`src/rtl/uart_cmd_engine_pkg.sv`:
```
// Shared constants, state encoding and helpers for the UART command engine.
package uart_cmd_pkg;

  localparam logic [7:0] SYNC_REQ    = 8'hA5;
  localparam logic [7:0] SYNC_RSP    = 8'h5A;

  localparam logic [7:0] CMD_WR      = 8'h01;
  localparam logic [7:0] CMD_RD      = 8'h02;

  localparam logic [7:0] STS_OK      = 8'h00;
  localparam logic [7:0] STS_BAD_CHK = 8'hE1;
  localparam logic [7:0] STS_BAD_CMD = 8'hE2;

  typedef enum logic [2:0] {
    ST_IDLE,
    ST_CMD,
    ST_ADDR,
    ST_DATA,
    ST_CHK,
    ST_EXEC,
    ST_RDWAIT,
    ST_RESP
  } state_e;

  function automatic logic [7:0] sat_inc8(input logic [7:0] v);
    return (v == 8'hFF) ? v : v + 8'd1;
  endfunction

endpackage

```
`src/rtl/uart_cmd_engine_if.sv`:
```
// UART FIFO handshake and local register bus seen by the command engine.
interface uart_cmd_engine_if;
  logic       rx_empty;
  logic [7:0] r_data;
  logic       rd_uart;
  logic       tx_full;
  logic [7:0] w_data;
  logic       wr_uart;
  logic [7:0] reg_addr;
  logic [7:0] reg_wdata;
  logic       reg_we;
  logic       reg_re;
  logic [7:0] reg_rdata;
  logic [7:0] err_cnt;

  modport master (
    input  rx_empty, r_data, tx_full, reg_rdata,
    output rd_uart, w_data, wr_uart, reg_addr, reg_wdata, reg_we, reg_re, err_cnt
  );

  modport slave (
    output rx_empty, r_data, tx_full, reg_rdata,
    input  rd_uart, w_data, wr_uart, reg_addr, reg_wdata, reg_we, reg_re, err_cnt
  );
endinterface

```
`src/rtl/uart_cmd_engine_timer.sv`:
```
// Inter-byte timeout counter: counts enabled cycles since the last clear, flags at TO_CYCLES.
module cmd_timeout_timer #(
  parameter int unsigned TO_CYCLES = 1_000_000,
  parameter int unsigned TO_BITS   = 20
) (
  input  logic clk,
  input  logic reset,
  input  logic clear_i,
  input  logic enable_i,
  output logic expired_o
);

  logic [TO_BITS-1:0] cnt_q, cnt_d;

  assign expired_o = (cnt_q == TO_BITS'(TO_CYCLES));

  always_comb begin
    cnt_d = cnt_q;
    if (clear_i)
      cnt_d = '0;
    else if (enable_i && !expired_o)
      cnt_d = cnt_q + TO_BITS'(1);
  end

  always_ff @(posedge clk) begin
    if (!reset) cnt_q <= '0;
    else        cnt_q <= cnt_d;
  end

endmodule

```
`src/rtl/uart_cmd_engine.sv`:
```
// UART command engine: parses A5-framed register requests from the RX FIFO, answers with 5A frames.
// Build option UART_CMD_TIMEOUT_EN adds an inter-byte timeout that drops stalled frames.
module uart_cmd_engine
  import uart_cmd_pkg::*;
#(
  parameter int unsigned TO_CYCLES = 1_000_000,
  parameter int unsigned TO_BITS   = 20
) (
  input logic clk,
  input logic reset,
  uart_cmd_engine_if.master bus
);

  if (TO_BITS < 1 || TO_BITS > 31 || TO_CYCLES >= (32'd1 << TO_BITS)) begin : g_bad_to_bits
    $error("uart_cmd_engine: TO_BITS too small for TO_CYCLES");
  end

  state_e     state_q;
  logic [1:0] idx_q;
  logic [7:0] cmd_q, addr_q, wdata_q, status_q, rdata_q, err_q;
  logic       we_q, re_q;
  logic       receiving, in_frame, pop, push, to_expired;
  logic [7:0] resp_byte;

  assign receiving = state_q inside {ST_IDLE, ST_CMD, ST_ADDR, ST_DATA, ST_CHK};
  assign in_frame  = state_q inside {ST_CMD, ST_ADDR, ST_DATA, ST_CHK};
  assign pop       = reset && receiving && !bus.rx_empty;
  assign push      = reset && (state_q == ST_RESP) && !bus.tx_full;

  always_comb begin
    resp_byte = SYNC_RSP;
    case (idx_q)
      2'd0: resp_byte = SYNC_RSP;
      2'd1: resp_byte = status_q;
      2'd2: resp_byte = rdata_q;
      2'd3: resp_byte = status_q ^ rdata_q;
      default: resp_byte = SYNC_RSP;
    endcase
  end

  assign bus.rd_uart   = pop;
  assign bus.wr_uart   = push;
  assign bus.w_data    = reset ? resp_byte : 8'h00;
  assign bus.reg_addr  = addr_q;
  assign bus.reg_wdata = wdata_q;
  assign bus.reg_we    = we_q;
  assign bus.reg_re    = re_q;
  assign bus.err_cnt   = err_q;

`ifdef UART_CMD_TIMEOUT_EN
  cmd_timeout_timer #(.TO_CYCLES(TO_CYCLES), .TO_BITS(TO_BITS)) u_timer (
    .clk       (clk),
    .reset     (reset),
    .clear_i   (pop || !in_frame),
    .enable_i  (in_frame),
    .expired_o (to_expired)
  );
`else
  assign to_expired = 1'b0;
`endif

  // The request is judged as the CHK byte is popped so the bus strobe is live during EXEC
  // and the read slave's registered data is ready by the end of RDWAIT.
  always_ff @(posedge clk) begin
    if (!reset) begin
      state_q  <= ST_IDLE;
      idx_q    <= 2'd0;
      cmd_q    <= 8'h00;
      addr_q   <= 8'h00;
      wdata_q  <= 8'h00;
      status_q <= STS_OK;
      rdata_q  <= 8'h00;
      err_q    <= 8'h00;
      we_q     <= 1'b0;
      re_q     <= 1'b0;
    end else begin
      we_q <= 1'b0;
      re_q <= 1'b0;
      case (state_q)
        ST_IDLE: if (pop && bus.r_data == SYNC_REQ) state_q <= ST_CMD;
        ST_CMD:  if (pop) begin cmd_q   <= bus.r_data; state_q <= ST_ADDR; end
        ST_ADDR: if (pop) begin addr_q  <= bus.r_data; state_q <= ST_DATA; end
        ST_DATA: if (pop) begin wdata_q <= bus.r_data; state_q <= ST_CHK;  end
        ST_CHK: if (pop) begin
          state_q <= ST_EXEC;
          rdata_q <= 8'h00;
          if (bus.r_data != (cmd_q ^ addr_q ^ wdata_q)) begin
            status_q <= STS_BAD_CHK;
          end else if (cmd_q == CMD_WR) begin
            status_q <= STS_OK;
            we_q     <= 1'b1;
          end else if (cmd_q == CMD_RD) begin
            status_q <= STS_OK;
            re_q     <= 1'b1;
          end else begin
            status_q <= STS_BAD_CMD;
          end
        end
        ST_EXEC: begin
          idx_q   <= 2'd0;
          if (status_q != STS_OK) err_q <= sat_inc8(err_q);
          state_q <= re_q ? ST_RDWAIT : ST_RESP;
        end
        ST_RDWAIT: begin
          rdata_q <= bus.reg_rdata;
          state_q <= ST_RESP;
        end
        ST_RESP: if (push) begin
          idx_q <= idx_q + 2'd1;
          if (idx_q == 2'd3) state_q <= ST_IDLE;
        end
        default: state_q <= ST_IDLE;
      endcase
      if (to_expired && in_frame) begin
        state_q <= ST_IDLE;
        err_q   <= sat_inc8(err_q);
      end
    end
  end

endmodule

```
`src/flat_wrapper.sv`:
```
// flat-port wrapper written by rule: the top's interface ports become plain ports
module uart_cmd_engine_flat import uart_cmd_pkg::*;
#(
  parameter int unsigned TO_CYCLES = 1_000_000,
  parameter int unsigned TO_BITS   = 20
)
  (clk, reset, bus_rx_empty, bus_r_data, bus_tx_full, bus_reg_rdata, bus_rd_uart, bus_w_data, bus_wr_uart, bus_reg_addr, bus_reg_wdata, bus_reg_we, bus_reg_re, bus_err_cnt);
  uart_cmd_engine_if bus_i ();
  input logic clk;
  input logic reset;
  input wire logic [$bits(bus_i.rx_empty)-1:0] bus_rx_empty;
  input wire logic [$bits(bus_i.r_data)-1:0] bus_r_data;
  input wire logic [$bits(bus_i.tx_full)-1:0] bus_tx_full;
  input wire logic [$bits(bus_i.reg_rdata)-1:0] bus_reg_rdata;
  output wire logic [$bits(bus_i.rd_uart)-1:0] bus_rd_uart;
  output wire logic [$bits(bus_i.w_data)-1:0] bus_w_data;
  output wire logic [$bits(bus_i.wr_uart)-1:0] bus_wr_uart;
  output wire logic [$bits(bus_i.reg_addr)-1:0] bus_reg_addr;
  output wire logic [$bits(bus_i.reg_wdata)-1:0] bus_reg_wdata;
  output wire logic [$bits(bus_i.reg_we)-1:0] bus_reg_we;
  output wire logic [$bits(bus_i.reg_re)-1:0] bus_reg_re;
  output wire logic [$bits(bus_i.err_cnt)-1:0] bus_err_cnt;
  assign bus_i.rx_empty = bus_rx_empty;
  assign bus_i.r_data = bus_r_data;
  assign bus_i.tx_full = bus_tx_full;
  assign bus_i.reg_rdata = bus_reg_rdata;
  assign bus_rd_uart = bus_i.rd_uart;
  assign bus_w_data = bus_i.w_data;
  assign bus_wr_uart = bus_i.wr_uart;
  assign bus_reg_addr = bus_i.reg_addr;
  assign bus_reg_wdata = bus_i.reg_wdata;
  assign bus_reg_we = bus_i.reg_we;
  assign bus_reg_re = bus_i.reg_re;
  assign bus_err_cnt = bus_i.err_cnt;
  uart_cmd_engine #(.TO_CYCLES(TO_CYCLES), .TO_BITS(TO_BITS)) u_core (.clk(clk), .reset(reset), .bus(bus_i));
endmodule
```
`config.mk`:
```
export PLATFORM = sky130hd
export DESIGN_NAME = uart_cmd_engine_flat
export DESIGN_NICKNAME = d
export VERILOG_FILES = /design/src/rtl/uart_cmd_engine_pkg.sv /design/src/rtl/uart_cmd_engine_if.sv /design/src/rtl/uart_cmd_engine_timer.sv /design/src/rtl/uart_cmd_engine.sv /design/src/flat_wrapper.sv
export SDC_FILE = /design/constraint.sdc
export NUM_CORES = 1
export LEC_CHECK = 0
export CAP_MARGIN = 20
export CORE_UTILIZATION = 45
export DETAILED_ROUTE_END_ITERATION = 10
export DONT_BUFFER_PORTS = 1
export MAX_ROUTING_LAYER = met4
export SYNTH_ARGS = -nofsm -noshare
export SYNTH_HDL_FRONTEND = slang
export SYNTH_SLANG_ARGS = --single-unit
```
`constraint.sdc`:
```
create_clock -name clk -period 3.8 [get_ports clk]
set_clock_uncertainty 0.1 [all_clocks]
set_input_delay 0.19 -clock clk [delete_from_list [all_inputs] [get_ports clk]]
set_output_delay 0.19 -clock clk [all_outputs]
set_load 0.05 [all_outputs]
```
==> results list <==
- The most used flip-flop cell after synthesis is sky130_fd_sc_hd__dfxtp_1.
- The analysis attributes to cell leakage a power of ~1.2 nW.
- At the worst endpoint, the arrival time is 2.18 ns.
- Worst EP required: around 3.5 ns
- Peak fanout along the critical path: 9
* Max-cap violations: 0
- Of the total synthesized cell area, the portion taken by XOR and XNOR cells is 0.104.
- Post-detailed-placement half-perimeter wirelength: 3900 µm
* Final estimated routing congestion in global placement: approximately 0.86
* Critical path's largest stage delay: 0.85 ns
* Kind of cell with the highest combined delay on the critical path: compound AO/OA/AOI/OAI gates
* Ordered cell list for the critical path: ha_1 > nor2b_1 > o21ai_0 > a21oi_1
- Cells after Synth: 300
- The die is 76.8 µm wide.
- Vert. Die Dim: 76.8 µm
- Count of routing violations after the opening detailed-route iteration: 90
- The via count of the first global-routing pass was 2138.
- 56 I/O pins were placed.
- The die covers roughly 6000 µm².
- Remaining DRCs: 0
* Number of buffers created by CTS: 5
- STA classifies the critical path startpoint as a register.
- Number of enable flip-flop cells after synthesis: 0
- First-pass iteration count of the detailed router: 4
- Final period util: 0.650
* Layout-stage area growth over the synthesis result: 14.5%
- Top cell type's share of synthesized area: 0.398
* Netlist Area Pre-Place: 2510 µm²
- Measured on the finished design, the core utilization comes to 0.550.
- For this configuration, the core starts out at a cell density of 0.480.
- After clock tree synthesis, the clock-pin slew on the worst setup and hold paths is around 0.09 ns.
* Final setup violating endpoints: 0
- Async S/R FF share, synth: 0
- Max Buffers Root-to-Sink: 2
- Antenna-violating nets left: 0
* Average wire per cell in the routed design: 14.9 µm
* DP Cell Count: 362
* CTS Root Cell: sky130_fd_sc_hd__clkbuf_8
- Depth of the CTS H-tree: 2
- Slew headroom: 0.269
- The finished cells cover 2880 µm².
* Share of synthesized cell area in and, or, nand and nor gates: 0.247
- The final count of hold timing violations came to 0.
* Synthesized Nets: approximately 330
* Total wire length after detailed routing: 5770 µm
* Run status: completed
* Fraction of the mapped netlist area in compound gates: 0.116
* GRT Total Usage: 0.212
- Dividing the synthesized area by the synthesized cell count gives between 8 and 9 µm².
* Dominant combinational cell family by area after synthesis: simple AND/OR/NAND/NOR gates
- Final critical path time including I/O delays and setup: roughly 2.5 ns
- Hold Path Class: primary input to register
- Fill cell total of the finished layout: 522
* Number of buffer and inverter instances along the worst setup path: 0
- In this run, distinct cell masters in the synthesized netlist total 37.
* Via-to-Cell Ratio: between 5 and 6
- sky130_fd_sc_hd__dfxtp_1 takes more of the synthesized area than any other cell.
* Worst Tran Pin Value: 1.10 ns
- The clock drives 50 sinks.
- Final cell count without fillers: roughly 390
- Sequential-to-total area share from yosys stat: 0.398
* Core footprint: between 5000 and 6000 µm²
- Slowest cell on the critical path: sky130_fd_sc_hd__a21oi_1
- Site row count: 26
- Total negative slack: 0 ns
* Antenna violations before repair: 0
- Setup repair bufs after CTS: 0
- Adder-cell share of the synthesized area: 0.0249
- Share of layout cells above drive strength 1: 0.0629
- Diode count: 0
* Maximum resistive drop on vdd: 0.158 mV
- Count of buffers from port buffering: 0
* Cells taking the most area after synthesis: sky130_fd_sc_hd__dfxtp_1 40%, sky130_fd_sc_hd__mux2i_1 6.8%, sky130_fd_sc_hd__xnor2_1 6.3%
* Pin count of the biggest net entering global routing: 42
- Most common cell in the netlist: sky130_fd_sc_hd__dfxtp_1
* Setup CP Type: register to output pin
* Clock insertion delay at the later pin of the skew report: 0.30 ns
* Maximum clock rate: between 400 and 500 MHz
* Proportion of synthesized area in mux cells: 0.0721
* Final-stage net count: 342
- The Yosys step of the flow raised 0 warnings.
- Slew Limit Fails: 0
* Total congestion overflow after global routing: 0
- Most common library cells after synthesis: 50 x sky130_fd_sc_hd__dfxtp_1, 35 x sky130_fd_sc_hd__nor2_1, 32 x sky130_fd_sc_hd__nand2_1
- Unrepaired setup endpoints after global routing: false
* Power per cell area: 330 nW/µm²
- The first global-routing pass estimated 9670 µm of wire.
- The final route contains approximately 2.1k vias.
- Counting flops and latches in the post-synthesis netlist gives 50.
- The worst setup path is captured at an output pin.
- Total cell area at the placement stage: around 2600 µm²
* TritonCTS clock tree: done
[state kept, by name, indices dropped and copies added, names as in the netlist]
| register | flops |
|---|---|
| u_core.bus.reg_wdata | 8 |
| u_core.bus.err_cnt | 8 |
| u_core.bus.reg_addr | 8 |
| u_core.bus.reg_we | 1 |
| u_core.status_q | 3 |
| u_core.state_q | 3 |
| u_core.bus.reg_re | 1 |
| u_core.idx_q | 2 |
| u_core.cmd_q | 8 |
| u_core.rdata_q | 8 |
[through the flow]
stage | hold slack [ns] | power [W] | setup WS, ns
after global routing | 0.0338 | 0.000986 | 1.14
final | 0.0329 | 0.000949 | 1.33
after floorplan | 0.226 | 0.000571 | 1.36
after global placement | 0.230 | 0.000578 | 1.61
after CTS | 0.0230 | 0.000962 | 1.30
after detailed placement | 0.233 | 0.000578 | 1.57
[area by class of cell]
cell class	instances	area (µm²)	share of cell area
multi-input combinational	227	1430	0.495
sequential	50	1000	0.348
timing repair buffer	24	225	0.0782
tap	70	87.6	0.0304
clock buffer	7	76.3	0.0265
inverter	9	33.8	0.0117
clock inverter	1	30.0	0.0104
[tightest hold or removal path: stages]
cell and delay, ns:
sky130_fd_sc_hd__a21o_1 0.09, sky130_fd_sc_hd__a32oi_1 0.05, sky130_fd_sc_hd__nor2_1 0.07
[metal layers]
metal / wire length (µm) / up-vias / GRT usage
met5: 0 / - / -
met4: 87 / 0 / 0.0808
met3: 366 / 8 / 0.0619
met2: 2690 / 56 / 0.346
li1: - / 1060 / -
met1: 2620 / 971 / 0.244
[path summary, 6_finish.rpt]
path,startpoint,endpoint,slack [ns],cells past startpoint
setup / recovery,u_core.idx_q[1]$_SDFFE_PN0P_,bus_w_data[0],1.33,4
hold / removal,bus_tx_full,u_core.idx_q[1]$_SDFFE_PN0P_,0.03,3
setup reg to reg,u_core.bus.err_cnt[0]$_SDFFE_PN0P_,u_core.bus.err_cnt[6]$_SDFFE_PN0P_,1.57,6
hold reg to reg,u_core.rdata_q[2]$_SDFFE_PN0P_,u_core.rdata_q[2]$_SDFFE_PN0P_,0.37,2
[repair_timing]
item,in CTS,in global routing
endpoints found under the hold margin,36,0
hold buffers,18,0
resized for setup,0,0
[where the power goes]
| part | switching (W) | leakage (nW) | internal, W |
|---|---|---|---|
| clock | 0.000169 | 0.0524 | 0.000197 |
| combinational | 0.0000344 | 0.696 | 0.0000253 |
| sequential | 0.000000334 | 0.402 | 0.000524 |
[logic make-up after synthesis]
| kind of cell | after synthesis |
|---|---|
| AND/OR/NAND/NOR | 126 |
| flip-flops | 50 |
| AO/OA/AOI/OAI | 48 |
| XOR/XNOR | 30 |
| buffers and inverters | 23 |
| multiplexers | 18 |
| adder cells (fa/ha/maj) | 5 |
[cells in the final DEF (no fill, tap or decap), drive strengths merged, types with 2 or more instances in the layout]
cell	synthesis	routed
dlygate4sd3	0	18
nor3	4	4
nand4	4	4
a31oi	3	3
a21oi	26	26
nand3	20	20
nor2	35	35
and2	2	2
nor2b	8	8
ha	5	5
nand2b	4	4
xnor2	18	18
o21ai	10	10
and3	6	6
inv	9	9
nand2	32	32
nor4	8	8
mux2i	17	17
buf	7	6
clkbuf	7	7
xor2	12	12
a21o	2	2
dfxtp	50	50
No activity file was read; power rests on OpenSTA's default activity.
